### src/rtl/x4_spi_pkg.sv
// Shared types and frame helpers for the X4 multi-channel SPI master.
// Optional ISR latch in the top is enabled with `define X4_ISR_LATCH_EN.
package x4_spi_pkg;

  typedef enum logic [2:0] {
    ST_IDLE     = 3'd0,
    ST_CS_SETUP = 3'd1,
    ST_SHIFT    = 3'd2,
    ST_CS_HOLD  = 3'd3,
    ST_DONE     = 3'd4
  } x4_state_e;

  localparam int FRAME_W = 16;
  localparam int ADDR_W  = 7;
  localparam int DATA_W  = 8;
  localparam int RD_BIT  = 15;

  function automatic int div_w(input int d);
    return (d > 1) ? $clog2(d) : 1;
  endfunction

  // Reads carry a zero data byte so the slave sees a clean read frame.
  function automatic logic [FRAME_W-1:0] build_frame(input logic rd,
                                                     input logic [ADDR_W-1:0] addr,
                                                     input logic [DATA_W-1:0] wdata);
    return {rd, addr, rd ? {DATA_W{1'b0}} : wdata};
  endfunction

endpackage

### src/rtl/x4_spi_shift_engine.sv
// Single shared SPI mode-0 shift engine: divider, bit counter, TX/RX shift registers.
// Exposes next-cycle SCLK/MOSI so the top can register them per channel.
module x4_spi_shift_engine
  import x4_spi_pkg::*;
#(
  parameter int CLK_DIV = 2
) (
  input  logic               clk,
  input  logic               rst_n,
  input  logic               load,
  input  logic               en,
  input  logic               miso,
  input  logic [FRAME_W-1:0] frame,
  output logic               sclk_nxt,
  output logic               mosi_nxt,
  output logic               last,
  output logic [DATA_W-1:0]  rx_data
);

  localparam int DIV_W = div_w(CLK_DIV);
  localparam logic [DIV_W-1:0] DIV_MAX = DIV_W'(CLK_DIV - 1);

  logic [DIV_W-1:0]   div_cnt_r, div_cnt_s;
  logic [3:0]         bit_cnt_r, bit_cnt_s;
  logic               phase_r, phase_s;
  logic [FRAME_W-1:0] shreg_r, shreg_s;
  logic [DATA_W-1:0]  rx_r, rx_s;
  logic               div_end_s;

  // Next-state logic: phase_r is the SCLK level; MOSI is the shift register MSB.
  always_comb begin
    div_cnt_s = div_cnt_r;
    bit_cnt_s = bit_cnt_r;
    phase_s   = phase_r;
    shreg_s   = shreg_r;
    rx_s      = rx_r;
    div_end_s = (div_cnt_r == DIV_MAX);
    if (load) begin
      div_cnt_s = {DIV_W{1'b0}};
      bit_cnt_s = 4'd0;
      phase_s   = 1'b0;
      shreg_s   = frame;
      rx_s      = {DATA_W{1'b0}};
    end else if (en) begin
      if (div_end_s) begin
        div_cnt_s = {DIV_W{1'b0}};
        if (!phase_r) begin
          phase_s = 1'b1;
          rx_s    = {rx_r[DATA_W-2:0], miso};
        end else begin
          // Falling edge: present the next bit; after bit 15 this drains MOSI to 0.
          phase_s = 1'b0;
          shreg_s = {shreg_r[FRAME_W-2:0], 1'b0};
          if (bit_cnt_r != 4'd15) begin
            bit_cnt_s = bit_cnt_r + 4'd1;
          end else begin
            bit_cnt_s = bit_cnt_r;
          end
        end
      end else begin
        div_cnt_s = div_cnt_r + DIV_W'(1);
      end
    end else begin
      div_cnt_s = div_cnt_r;
    end
    last     = en & div_end_s & phase_r & (bit_cnt_r == 4'd15);
    sclk_nxt = phase_s;
    mosi_nxt = shreg_s[FRAME_W-1];
  end

  // Engine state registers.
  always_ff @(posedge clk) begin
    if (!rst_n) begin
      div_cnt_r <= {DIV_W{1'b0}};
      bit_cnt_r <= 4'd0;
      phase_r   <= 1'b0;
      shreg_r   <= {FRAME_W{1'b0}};
      rx_r      <= {DATA_W{1'b0}};
    end else begin
      div_cnt_r <= div_cnt_s;
      bit_cnt_r <= bit_cnt_s;
      phase_r   <= phase_s;
      shreg_r   <= shreg_s;
      rx_r      <= rx_s;
    end
  end

  assign rx_data = rx_r;

endmodule

### src/rtl/x4_multi_spi_ctrl.sv
// N-channel X4 SPI master: command FSM, channel mux/demux around one shift engine.
// `define X4_ISR_LATCH_EN adds per-channel synchronised ISR edge latches.
module x4_multi_spi_ctrl
  import x4_spi_pkg::*;
#(
  parameter int N_CH    = 4,
  parameter int CH_W    = 3,
  parameter int CLK_DIV = 2
) (
  input  logic              clk,
  input  logic              rst_n,
  input  logic              cmd_valid,
  output logic              cmd_ready,
  input  logic [CH_W-1:0]   cmd_ch,
  input  logic              cmd_rd,
  input  logic [6:0]        cmd_addr,
  input  logic [7:0]        cmd_wdata,
  output logic              rsp_valid,
  output logic [CH_W-1:0]   rsp_ch,
  output logic [7:0]        rsp_rdata,
  output logic              rsp_err,
  output logic              busy,
  output logic [N_CH-1:0]   spi_sclk,
  output logic [N_CH-1:0]   spi_mosi,
  output logic [N_CH-1:0]   spi_cs_n,
  input  logic [N_CH-1:0]   spi_miso
`ifdef X4_ISR_LATCH_EN
  ,
  input  logic [N_CH-1:0]   x4_isr,
  input  logic [N_CH-1:0]   isr_clr,
  output logic [N_CH-1:0]   isr_pend
`endif
);

  localparam int DIV_W = div_w(CLK_DIV);
  localparam logic [DIV_W-1:0] DIV_MAX = DIV_W'(CLK_DIV - 1);
  localparam logic [CH_W:0]    N_CH_C  = (CH_W + 1)'(N_CH);

  x4_state_e          state_r;
  logic [DIV_W-1:0]   ph_cnt_r;
  logic [CH_W-1:0]    ch_r;
  logic               rd_r;
  logic               err_r;
  logic [N_CH-1:0]    sel_r;
  logic [N_CH-1:0]    cs_n_r;
  logic [N_CH-1:0]    sclk_r;
  logic [N_CH-1:0]    mosi_r;
  logic               rsp_valid_r;
  logic               rsp_err_r;
  logic [CH_W-1:0]    rsp_ch_r;
  logic [DATA_W-1:0]  rsp_rdata_r;

  logic               hs_s;
  logic               ch_bad_s;
  logic               load_s;
  logic               shift_en_s;
  logic               miso_s;
  logic               sclk_nxt_s;
  logic               mosi_nxt_s;
  logic               last_s;
  logic [FRAME_W-1:0] frame_s;
  logic [N_CH-1:0]    onehot_s;
  logic [DATA_W-1:0]  rx_data_s;

  assign cmd_ready  = (state_r == ST_IDLE);
  assign busy       = ~cmd_ready;
  assign hs_s       = cmd_valid & cmd_ready;
  assign ch_bad_s   = ({1'b0, cmd_ch} >= N_CH_C);
  assign load_s     = hs_s & ~ch_bad_s;
  assign shift_en_s = (state_r == ST_SHIFT);
  assign miso_s     = |(spi_miso & sel_r);
  assign frame_s    = build_frame(cmd_rd, cmd_addr, cmd_wdata);
  assign onehot_s   = N_CH'(1'b1) << cmd_ch;

  x4_spi_shift_engine #(.CLK_DIV(CLK_DIV)) u_engine (
    .clk      (clk),
    .rst_n    (rst_n),
    .load     (load_s),
    .en       (shift_en_s),
    .miso     (miso_s),
    .frame    (frame_s),
    .sclk_nxt (sclk_nxt_s),
    .mosi_nxt (mosi_nxt_s),
    .last     (last_s),
    .rx_data  (rx_data_s)
  );

  // Command FSM with registered pins and response.
  always_ff @(posedge clk) begin
    if (!rst_n) begin
      state_r     <= ST_IDLE;
      ph_cnt_r    <= {DIV_W{1'b0}};
      ch_r        <= {CH_W{1'b0}};
      rd_r        <= 1'b0;
      err_r       <= 1'b0;
      sel_r       <= {N_CH{1'b0}};
      cs_n_r      <= {N_CH{1'b1}};
      sclk_r      <= {N_CH{1'b0}};
      mosi_r      <= {N_CH{1'b0}};
      rsp_valid_r <= 1'b0;
      rsp_err_r   <= 1'b0;
      rsp_ch_r    <= {CH_W{1'b0}};
      rsp_rdata_r <= {DATA_W{1'b0}};
    end else begin
      rsp_valid_r <= 1'b0;
      case (state_r)
        ST_IDLE: begin
          if (hs_s) begin
            ch_r     <= cmd_ch;
            rd_r     <= cmd_rd;
            ph_cnt_r <= {DIV_W{1'b0}};
            if (ch_bad_s) begin
              // Out-of-range channel: answer with an error, never touch the pins.
              err_r   <= 1'b1;
              state_r <= ST_DONE;
            end else begin
              err_r   <= 1'b0;
              sel_r   <= onehot_s;
              cs_n_r  <= ~onehot_s;
              mosi_r  <= onehot_s & {N_CH{frame_s[RD_BIT]}};
              state_r <= ST_CS_SETUP;
            end
          end
        end
        ST_CS_SETUP: begin
          if (ph_cnt_r == DIV_MAX) begin
            ph_cnt_r <= {DIV_W{1'b0}};
            state_r  <= ST_SHIFT;
          end else begin
            ph_cnt_r <= ph_cnt_r + DIV_W'(1);
          end
        end
        ST_SHIFT: begin
          sclk_r <= sel_r & {N_CH{sclk_nxt_s}};
          mosi_r <= sel_r & {N_CH{mosi_nxt_s}};
          if (last_s) begin
            state_r <= ST_CS_HOLD;
          end
        end
        ST_CS_HOLD: begin
          if (ph_cnt_r == DIV_MAX) begin
            ph_cnt_r <= {DIV_W{1'b0}};
            cs_n_r   <= {N_CH{1'b1}};
            mosi_r   <= {N_CH{1'b0}};
            state_r  <= ST_DONE;
          end else begin
            ph_cnt_r <= ph_cnt_r + DIV_W'(1);
          end
        end
        ST_DONE: begin
          rsp_valid_r <= 1'b1;
          rsp_ch_r    <= ch_r;
          rsp_err_r   <= err_r;
          rsp_rdata_r <= (rd_r & ~err_r) ? rx_data_s : {DATA_W{1'b0}};
          sel_r       <= {N_CH{1'b0}};
          state_r     <= ST_IDLE;
        end
        default: begin
          state_r <= ST_IDLE;
        end
      endcase
    end
  end

  assign spi_cs_n  = cs_n_r;
  assign spi_sclk  = sclk_r;
  assign spi_mosi  = mosi_r;
  assign rsp_valid = rsp_valid_r;
  assign rsp_ch    = rsp_ch_r;
  assign rsp_err   = rsp_err_r;
  assign rsp_rdata = rsp_rdata_r;

`ifdef X4_ISR_LATCH_EN
  logic [N_CH-1:0] isr_s1_r, isr_s2_r, isr_s3_r, isr_pend_r;

  // Two-flop synchroniser, rising-edge detect; a new edge beats a same-cycle clear.
  always_ff @(posedge clk) begin
    if (!rst_n) begin
      isr_s1_r   <= {N_CH{1'b0}};
      isr_s2_r   <= {N_CH{1'b0}};
      isr_s3_r   <= {N_CH{1'b0}};
      isr_pend_r <= {N_CH{1'b0}};
    end else begin
      isr_s1_r   <= x4_isr;
      isr_s2_r   <= isr_s1_r;
      isr_s3_r   <= isr_s2_r;
      isr_pend_r <= (isr_pend_r & ~isr_clr) | (isr_s2_r & ~isr_s3_r);
    end
  end

  assign isr_pend = isr_pend_r;
`endif

endmodule

### config.mk
export PLATFORM = sky130hd
export DESIGN_NAME = x4_multi_spi_ctrl
export DESIGN_NICKNAME = d
export VERILOG_FILES = /design/src/rtl/x4_spi_pkg.sv /design/src/rtl/x4_spi_shift_engine.sv /design/src/rtl/x4_multi_spi_ctrl.sv
export SDC_FILE = /design/constraint.sdc
export NUM_CORES = 1
export LEC_CHECK = 0
export ABC_AREA = 1
export CORE_MARGIN = 3
export CORE_UTILIZATION = 40
export DETAILED_ROUTE_END_ITERATION = 8
export DONT_BUFFER_PORTS = 1
export PLACE_DENSITY = 0.61
export SKIP_CTS_REPAIR_TIMING = 1
export SLEW_MARGIN = 20
export SYNTH_ARGS = -nofsm -noshare
export SYNTH_HDL_FRONTEND = slang
export SYNTH_HIERARCHICAL = 1
export SYNTH_SLANG_ARGS = --single-unit
export TNS_END_PERCENT = 20
### constraint.sdc
create_clock -name clk -period 3.5 [get_ports clk]
set_clock_uncertainty 0.15 [all_clocks]
set_input_delay 0 -clock clk [delete_from_list [all_inputs] [get_ports clk]]
set_output_delay 0 -clock clk [all_outputs]
set_load 0.02 [all_outputs]
==> impl_metrics.json, run 1 <==
{
  "status": "finished clean",
  "nets": 526,
  "cp_max_fo": 20,
  "seq_area_frac_synth": 0.418,
  "clockBufferDepth": 2,
  "vdd_drop_max_mv": 0.226,
  "synth_area_um2": 3260,
  "cts.htree.levels": 3,
  "cp.arrival_ns": 2.46,
  "worstSetupPathType": "reg2reg",
  "required_ns": 3.60,
  "gp_congestion": 0.823,
  "cpPeakStageDelay_ns": 0.41,
  "syn_nets": 500,
  "insertedDiodeCount": 0,
  "chipHeight_um": 96.3,
  "cpMaxStageDelayCell": "dfxtp_1",
  "final_common_cell": "nand2_1",
  "first_pass_iters": 5,
  "clk_pin_slew_worst_paths_ns": 0.08,
  "start_util": 0.417,
  "rsz0062_at_grt": "false",
  "drv_slew": 0,
  "synthCells": 473,
  "whs_ns": 0.249,
  "grt_pass1_wl_mm": 11.8,
  "fmaxAchievable_mhz": 424,
  "num_rows": 32,
  "cts_inserted_buffers": 9,
  "cts_tree": "built",
  "critical_path.cell_chain": "inv_2 -> nand2_1 -> nor2_4 -> nand3_2 -> buf_4 -> clkinv_2 -> nand2_1 -> nand3_1 -> nand2_1 -> inv_1 -> nand2_1 -> nor2_1 -> nor2_1 -> nand2_1 -> nand2_1 -> nor2_1",
  "grt_antenna_before_repair": 0,
  "period_minus_slack_ns": 2.36,
  "numClockSinks": 68,
  "crit_path_start_kind": "flop",
  "grt_pass1_vias": 2673,
  "drive_gt1_frac": 0.107,
  "leakage_nw": 1.75,
  "min_path_type": "in2reg",
  "hold_viol": 0,
  "grt_max_degree": 43,
  "synth_warnings": 6,
  "core-area_um2": 7810,
  "vias": 2956,
  "yosysUniqueCellTypes": 28,
  "path_common_cell": "nand2_1",
  "totalWireLength_mm": 7.28,
  "insertion_delay_ns": 0.35,
  "hpwl_mm": 5.03,
  "mostFrequentLayoutCells": "117 x nand2_1, 78 x nor2_1, 68 x dfxtp_1",
  "port_buffers": 0,
  "drt_iter0_drc": 110,
  "synth-seq-cells": 68,
  "worst_pin_slew_ns": 0.483,
  "cts-root-buf": "clkbuf_8",
  "ant_nets": 0,
  "viasPerCell": 4.88,
  "tns_ns": 0,
  "max_slew_margin": 0.677,
  "wire_per_inst_um": 12.0,
  "cap_violations": 0,
  "end_kind": "flop",
  "die_area_um2": 9260,
  "power_density_nw_per_um2": 660,
  "gr-usage-all-layers": 0.163,
  "io_pins": 53,
  "min_period_over_period": 0.675,
  "drc": 0,
  "syn2layout_area_growth_pct": 16.8,
  "setup_viol": 0,
  "avgSynthCellArea_um2": 6.89,
  "dieWidth_um": 96.3,
  "overflow": 0
}
==> final timing paths <==
check	to	cells after the start	slack, ns	startpoint
worst max-delay path	spi_mosi[1]	16	1.14	state_r[2]
worst min-delay path	u_engine/shreg_r[8]	5	0.25	cmd_addr[0]
worst max register to register	spi_mosi[1]	16	1.14	state_r[2]
worst min register to register	rd_r	2	0.32	rd_r
==> layer usage <==
metal / vias to the layer above / part of all wire / GRT usage
met5: - / 0 / 0
met4: 0 / 0.016 / 0.0711
met3: 12 / 0.055 / 0.0485
met2: 77 / 0.47 / 0.260
met1: 1337 / 0.46 / 0.203
li1: 1530 / - / -
==> power by group <==
group | switching, mW | leakage, nW | internal, mW
clock | 0.328 | 0.110 | 0.406
combinational | 0.474 | 1.08 | 0.236
sequential | 0.170 | 0.553 | 0.898
==> stage by stage <==
step / cells / utilization / instance area, um2 / worst slack [ns] / power (mW)
finish: 606 / 0.488 / 3810 / 1.14 / 2.51
global route: 606 / 0.488 / 3810 / 0.782 / 2.68
CTS: 578 / 0.450 / 3520 / 1.13 / 2.48
detailed placement: 562 / 0.422 / 3290 / 1.14 / 1.74
global placement: 562 / 0.422 / 3290 / 1.23 / 1.72
floorplan: 473 / - / 3260 / 1.50 / 1.62
==> synthesized netlist by cell type <==
cell,n,share of area
nand2_1,117,0.13
nor2_1,79,0.091
dfxtp_1,68,0.42
inv_1,60,0.069
nand3_1,46,0.071
o21ai_0,27,0.041
a21oi_1,19,0.029
nand3_2,16,0.049
nor2_4,6,0.021
clkbuf_1,4,0.0046
nand2_2,4,0.0077
buf_2,3,0.0046
buf_4,3,0.0069
buf_6,3,0.010
inv_2,3,0.0035
nand4_1,3,0.0058
a211oi_1,1,0.0023
a211oi_2,1,0.0038
a21boi_2,1,0.0035
a21oi_2,1,0.0027
buf_1,1,0.0012
buf_12,1,0.0061
clkinv_2,1,0.0015
ha_1,1,0.0038
nor2_2,1,0.0019
o211ai_1,1,0.0023
o21ai_1,1,0.0015
or2_0,1,0.0019
==> final cells by class <==
cell class,count,area [um2]
clock inverters,7,98.8
well taps,102,128
inverters,64,241
clock buffers,9,124
flip-flops and latches,68,1360
repair buffers,30,305
multi-input cells,326,1550
fillers,797,4000
==> logic make-up after synthesis <==
| kind of cell | after synthesis | share of synthesized area |
|---|---|---|
| buffers and inverters | 79 | 0.108 |
| flip-flops | 68 | 0.418 |
| AND/OR/NAND/NOR | 273 | 0.384 |
| AO/OA/AOI/OAI | 52 | 0.0868 |
| adder cells (fa/ha/maj) | 1 | 0.00384 |
==> sequential cells by signal, indices dropped and copies added (netlist names), 4 cells and up <==
register,cells
u_engine/shreg_r,16
spi_mosi,4
spi_sclk,4
u_engine/bit_cnt_r,4
spi_cs_n,4
u_engine/rx_data,8
rsp_rdata,8
sel_r,4
==> critical path, delay by kind of cell, from the launching register on <==
kind / cells / cell delay, ns
buffers and inverters: 4 / 0.74
flip-flops: 1 / 0.41
AND/OR/NAND/NOR: 12 / 0.96
(Power assumes the default switching activity.)
==> run 2: changes to the inputs <==
- ABC_AREA: 1 -> 0
- PLACE_DENSITY: 0.61 -> 0.63
- clock period: 3.5 -> 2 ns (I/O delays scaled with it)
==> impl_metrics.json, run 2 <==
{
  "grt_pass1_wl_mm": 10.9,
  "min_path_type": "in2reg",
  "synthTopCellsByArea": "dfxtp_1 48%, nand2_1 6.7%, a21oi_1 4.2%",
  "critical_path.cell_chain": "nor3_4 -> inv_2 -> nor2_4 -> nor2_1 -> a221oi_2 -> and2_4 -> a22oi_1 -> a21oi_1",
  "core-area_um2": 6830,
  "cap_violations": 0,
  "gr-usage-all-layers": 0.164,
  "viasPerCell": 5.40,
  "top_register": "u_engine/shreg_r",
  "insertion_delay_ns": 0.34,
  "numClockSinks": 68,
  "drive_gt1_frac": 0.141,
  "syn_nets": 349,
  "cts-root-buf": "clkbuf_8",
  "cp.arrival_ns": 1.96,
  "cts_tree": "built",
  "yosys-top-cells-count": "68 x dfxtp_1, 51 x nand2_1, 24 x a21oi_1, 20 x nand3_1, 19 x nor2_1",
  "tns_ns": 0,
  "clockBufferDepth": 2,
  "insertedDiodeCount": 0,
  "cpPeakStageDelay_ns": 0.35,
  "totalWireLength_mm": 6.74,
  "synth-seq-cells": 68,
  "crit_buf_inv": 1,
  "yosysMostFrequentCell": "dfxtp_1",
  "drv_slew": 0,
  "power_density_nw_per_um2": 869,
  "period_minus_slack_ns": 1.84,
  "nFillCells": 687,
  "die_area_um2": 8170,
  "end_kind": "flop",
  "worstSetupPathType": "reg2reg",
  "min_period_over_period": 0.921,
  "crit_path_start_kind": "flop",
  "vias": 2399,
  "nets": 371,
  "cts.htree.levels": 3,
  "gp_congestion": 0.826,
  "required_ns": 2.12,
  "grt_pass1_vias": 2293,
  "max_slew_margin": 0.499,
  "start_util": 0.417,
  "yosys_most_used_dff": "dfxtp_1",
  "hold_viol": 35,
  "avgSynthCellArea_um2": 8.85,
  "pre_cts_ws_ns": 0.0804,
  "worst_pin_slew_ns": 0.752,
  "largest_register_ffs": 16,
  "port_buffers": 0,
  "setup_viol": 0,
  "cp_top_family": "simple AND/OR/NAND/NOR gates",
  "status": "finished, violations left",
  "synth_warnings": 6,
  "mostFrequentLayoutCells": "65 x dfxtp_1, 51 x nand2_1, 24 x a21oi_1",
  "final_common_cell": "dfxtp_1",
  "synth_edf_count": 0,
  "first_pass_iters": 4,
  "fmaxAchievable_mhz": 543,
  "overflow": 0,
  "synth_area_um2": 2850,
  "ant_nets": 0,
  "fin_ws_ns": 0.159,
  "leakage_nw": 1.24,
  "chipHeight_um": 90.4,
  "synthCells": 322,
  "grt_antenna_before_repair": 0,
  "violations": "negative hold slack",
  "yosysTopAreaCell": "dfxtp_1",
  "synth_top_area_share": 0.478,
  "cts_inserted_buffers": 9,
  "seq_area_frac_synth": 0.478,
  "num_rows": 30,
  "hpwl_mm": 4.43,
  "cp_max_fo": 5,
  "wire_per_inst_um": 15.2,
  "drt_iter0_drc": 105,
  "dieWidth_um": 90.4,
  "drc": 0,
  "io_pins": 53,
  "cpMaxStageDelayCell": "dfxtp_2",
  "yosysUniqueCellTypes": 46,
  "grt_max_degree": 27,
  "clk_pin_slew_worst_paths_ns": 0.08,
  "syn2layout_area_growth_pct": 17.7,
  "whs_ns": -0.368,
  "vdd_drop_max_mv": 0.404,
  "rsz0062_at_grt": "false",
  "async_flop_share": 0
}
## run 2: per-layer routing
layer / GRT usage / wire, um / vias to the layer above
met5: 0 / 0 / -
met4: 0.0791 / 167 / 0
met3: 0.0500 / 282 / 13
met2: 0.269 / 3360 / 53
met1: 0.196 / 2920 / 1143
li1: - / - / 1190
## run 2: cell type report
cell class,count,area [um2],share of cell area
well taps,96,120,0.0358
multi-input cells,230,1380,0.411
flip-flops and latches,68,1370,0.407
clock buffers,9,124,0.0369
clock inverters,6,90.1,0.0269
inverters,6,22.5,0.00671
repair buffers,29,253,0.0753
## run 2: cells by family after synthesis
family                   after synthesis  share of synthesized area
buffers and inverters                 24                     0.0474
AO/OA/AOI/OAI                         93                      0.217
XOR/XNOR                               2                    0.00615
adder cells (fa/ha/maj)                1                    0.00439
flip-flops                            68                      0.478
multiplexers                           8                     0.0281
AND/OR/NAND/NOR                      126                      0.220
## run 2: final timing paths
check,from,endpoint,slack [ns],cells after the start
worst max-delay path,state_r[0],spi_mosi[0],0.16,8
worst min-delay path,rst_n,u_engine/shreg_r[15],-0.37,1
worst max register to register,state_r[0],spi_mosi[0],0.16,8
worst min register to register,ch_r[2],ch_r[2],0.31,2
## run 2: power by group
part / leakage (nW) / switching (mW) / internal [mW]
Clock: 0.105 / 0.537 / 0.697
Sequential: 0.554 / 0.0426 / 1.40
Combinational: 0.585 / 0.137 / 0.103
## run 2: stage by stage
stage	cells	util	power, mW	cell area, um2
detailed placement	415	0.437	1.68	2990
finish	444	0.491	2.92	3350
floorplan	322	-	1.63	2870
global route	444	0.491	3.03	3350
CTS	430	0.469	2.90	3200
global placement	415	0.437	1.68	2990
==> run 3: changes to the inputs <==
- CTS_BUF_LIST: not set -> sky130_fd_sc_hd__clkbuf_2 sky130_fd_sc_hd__clkbuf_4 sky130_fd_sc_hd__clkbuf_8
- REMOVE_ABC_BUFFERS: not set -> 1
==> impl_metrics.json, run 3 (synthesis results as in run 2) <==
{
  "viasPerCell": 5.23,
  "power_density_nw_per_um2": 755,
  "period_minus_slack_ns": 1.87,
  "nFillCells": 657,
  "cts.htree.levels": 3,
  "timing.rr.start": "state_r[2]",
  "cts_inserted_buffers": 9,
  "wire_per_inst_um": 14.1,
  "drive_gt1_frac": 0.129,
  "min_period_over_period": 0.934,
  "chipHeight_um": 90.4,
  "r2r_slack_ns": 0.13,
  "ant_nets": 0,
  "gp_congestion": 0.803,
  "dieWidth_um": 90.4,
  "syn2layout_area_growth_pct": 22.7,
  "hold_path_depth": 3,
  "p_int_mw": 1.96,
  "drt_iter0_drc": 177,
  "p_clk_frac": 0.350,
  "mostFrequentLayoutCells": "67 x dfxtp_1, 51 x nand2_1, 31 x dlygate4sd3_1",
  "port_buffers": 0,
  "start_util": 0.417,
  "io_pins": 53,
  "globalRouteMet3Util": 0.0617,
  "num_rows": 30,
  "whs_ns": -0.0209,
  "worstSetupPathType": "reg2reg",
  "fmaxAchievable_mhz": 536,
  "sequentialPowerShare": 0.545,
  "reg2reg_to": "state_r[0]",
  "leakage_nw": 1.29,
  "switchingPower_uw": 683,
  "drv_slew": 0,
  "grt_pass1_vias": 2154,
  "cap_violations": 0,
  "worst_pin_slew_ns": 0.683,
  "nets": 388,
  "grt_pass1_wl_mm": 10.2,
  "rsz0062_at_grt": "false",
  "cp.arrival_ns": 1.95,
  "largest_register_ffs": 16,
  "core-area_um2": 6830,
  "min_from": "cmd_ch[2]",
  "vdd_drop_max_mv": 0.464,
  "pre_cts_ws_ns": 0.0266,
  "sw_frac_of_total": 0.259,
  "ff2ff_path_depth": 6,
  "gr-usage-all-layers": 0.154,
  "cpMaxStageDelayCell": "dlygate4sd3_1",
  "grt_busiest_layer": "met2",
  "overflow": 0,
  "grt_antenna_before_repair": 0,
  "top_register": "u_engine/shreg_r",
  "seqCellArea_um2": 1360,
  "max_slew_margin": 0.543,
  "end_kind": "flop",
  "hold_end": "state_r[0]",
  "min_path_type": "in2reg",
  "fin_ws_ns": 0.133,
  "crit_path_start_kind": "flop",
  "insertion_delay_ns": 0.33,
  "comb_power_share": 0.105,
  "hpwl_mm": 4.11,
  "die_area_um2": 8170,
  "status": "finished, violations left",
  "hold_viol": 2,
  "required_ns": 2.08,
  "clockBufferDepth": 2,
  "final_common_cell": "dfxtp_1",
  "numClockSinks": 68,
  "cpPeakStageDelay_ns": 0.60,
  "clk_pin_slew_worst_paths_ns": 0.07,
  "use_met2": 0.232,
  "critical_path.cell_chain": "buf_4 -> buf_4 -> inv_1 -> nand2_1 -> dlygate4sd3_1 -> and3b_1",
  "multi_input_area_um2": 1400,
  "insertedDiodeCount": 0,
  "cts_tree": "built",
  "cts-root-buf": "clkbuf_8",
  "grt_use_met1": 0.200,
  "violations": "negative hold slack",
  "setup_viol": 0,
  "first_pass_iters": 4,
  "grt_max_degree": 30,
  "path_common_cell": "buf_4",
  "cp_max_fo": 10,
  "drc": 0,
  "vias": 2409,
  "totalWireLength_mm": 6.49
}
## run 3: cell types whose count changed in the layout (fill, tap and decap cells not counted), moves of 2 or more
cell and change:
dlygate4sd3_1 +17, clkinv_2 +4, bufinv_16 -2, dfxtp_1 +2
dfxtp_2 -2, inv_2 -2
## run 3: area by class of cell
cell class / instances / area share
Clock buffer: 9 / 0.0354
Timing Repair Buffer: 46 / 0.122
Multi-Input combinational cell: 230 / 0.401
Tap cell: 96 / 0.0344
Clock inverter: 6 / 0.00931
Sequential cell: 68 / 0.390
Inverter: 6 / 0.00788
## run 3: power by group through the flow
| stage | combinational, mW | sequential, mW | clock, mW |
|---|---|---|---|
| 2_1_floorplan | 0.141 | 1.47 | 0 |
| 3_3_place_gp | 0.200 | 1.47 | 0 |
| 3_5_place_dp | 0.203 | 1.47 | 0 |
| 4_1_cts | 0.204 | 1.44 | 0.951 |
| 5_1_grt | 0.309 | 1.44 | 1.01 |
| 6_report | 0.277 | 1.44 | 0.923 |
## run 3: through the flow
step / cell area [um2] / utilization / std cells / power [mW] / setup TNS, ns
floorplan: 2740 / - / 304 / 1.61 / -19.34
global placement: 2960 / 0.434 / 414 / 1.67 / 0
detailed placement: 2960 / 0.434 / 414 / 1.67 / 0
CTS: 3120 / 0.456 / 429 / 2.59 / 0
global route: 3490 / 0.512 / 461 / 2.77 / 0
finish: 3490 / 0.512 / 461 / 2.64 / 0
## run 3: how the worst max path moves through the flow
stage / startpoint / end / slack [ns] / cells after the start
after floorplan: state_r[2] / spi_mosi[0] / -0.72 / 8
after global placement: state_r[0] / spi_mosi[0] / 0.06 / 8
after detailed placement: state_r[0] / spi_mosi[3] / 0.03 / 8
after CTS: state_r[0] / spi_mosi[3] / 0.003 / 8
after global routing: state_r[0] / spi_mosi[3] / 0.01 / 8
final: state_r[2] / state_r[0] / 0.13 / 6
## run 3: critical path, delay by kind of cell (launching register included)
family                 cells  cell delay [ns]
and+or+nand+nor            2             0.25
buffers and inverters      4             1.02
DFF                        1             0.35
## run 3: metal layers
layer,part of all wire,vias up
met2,0.47,54
met4,0.013,0
li1,-,1223
met5,0,-
met1,0.46,1124
met3,0.051,8
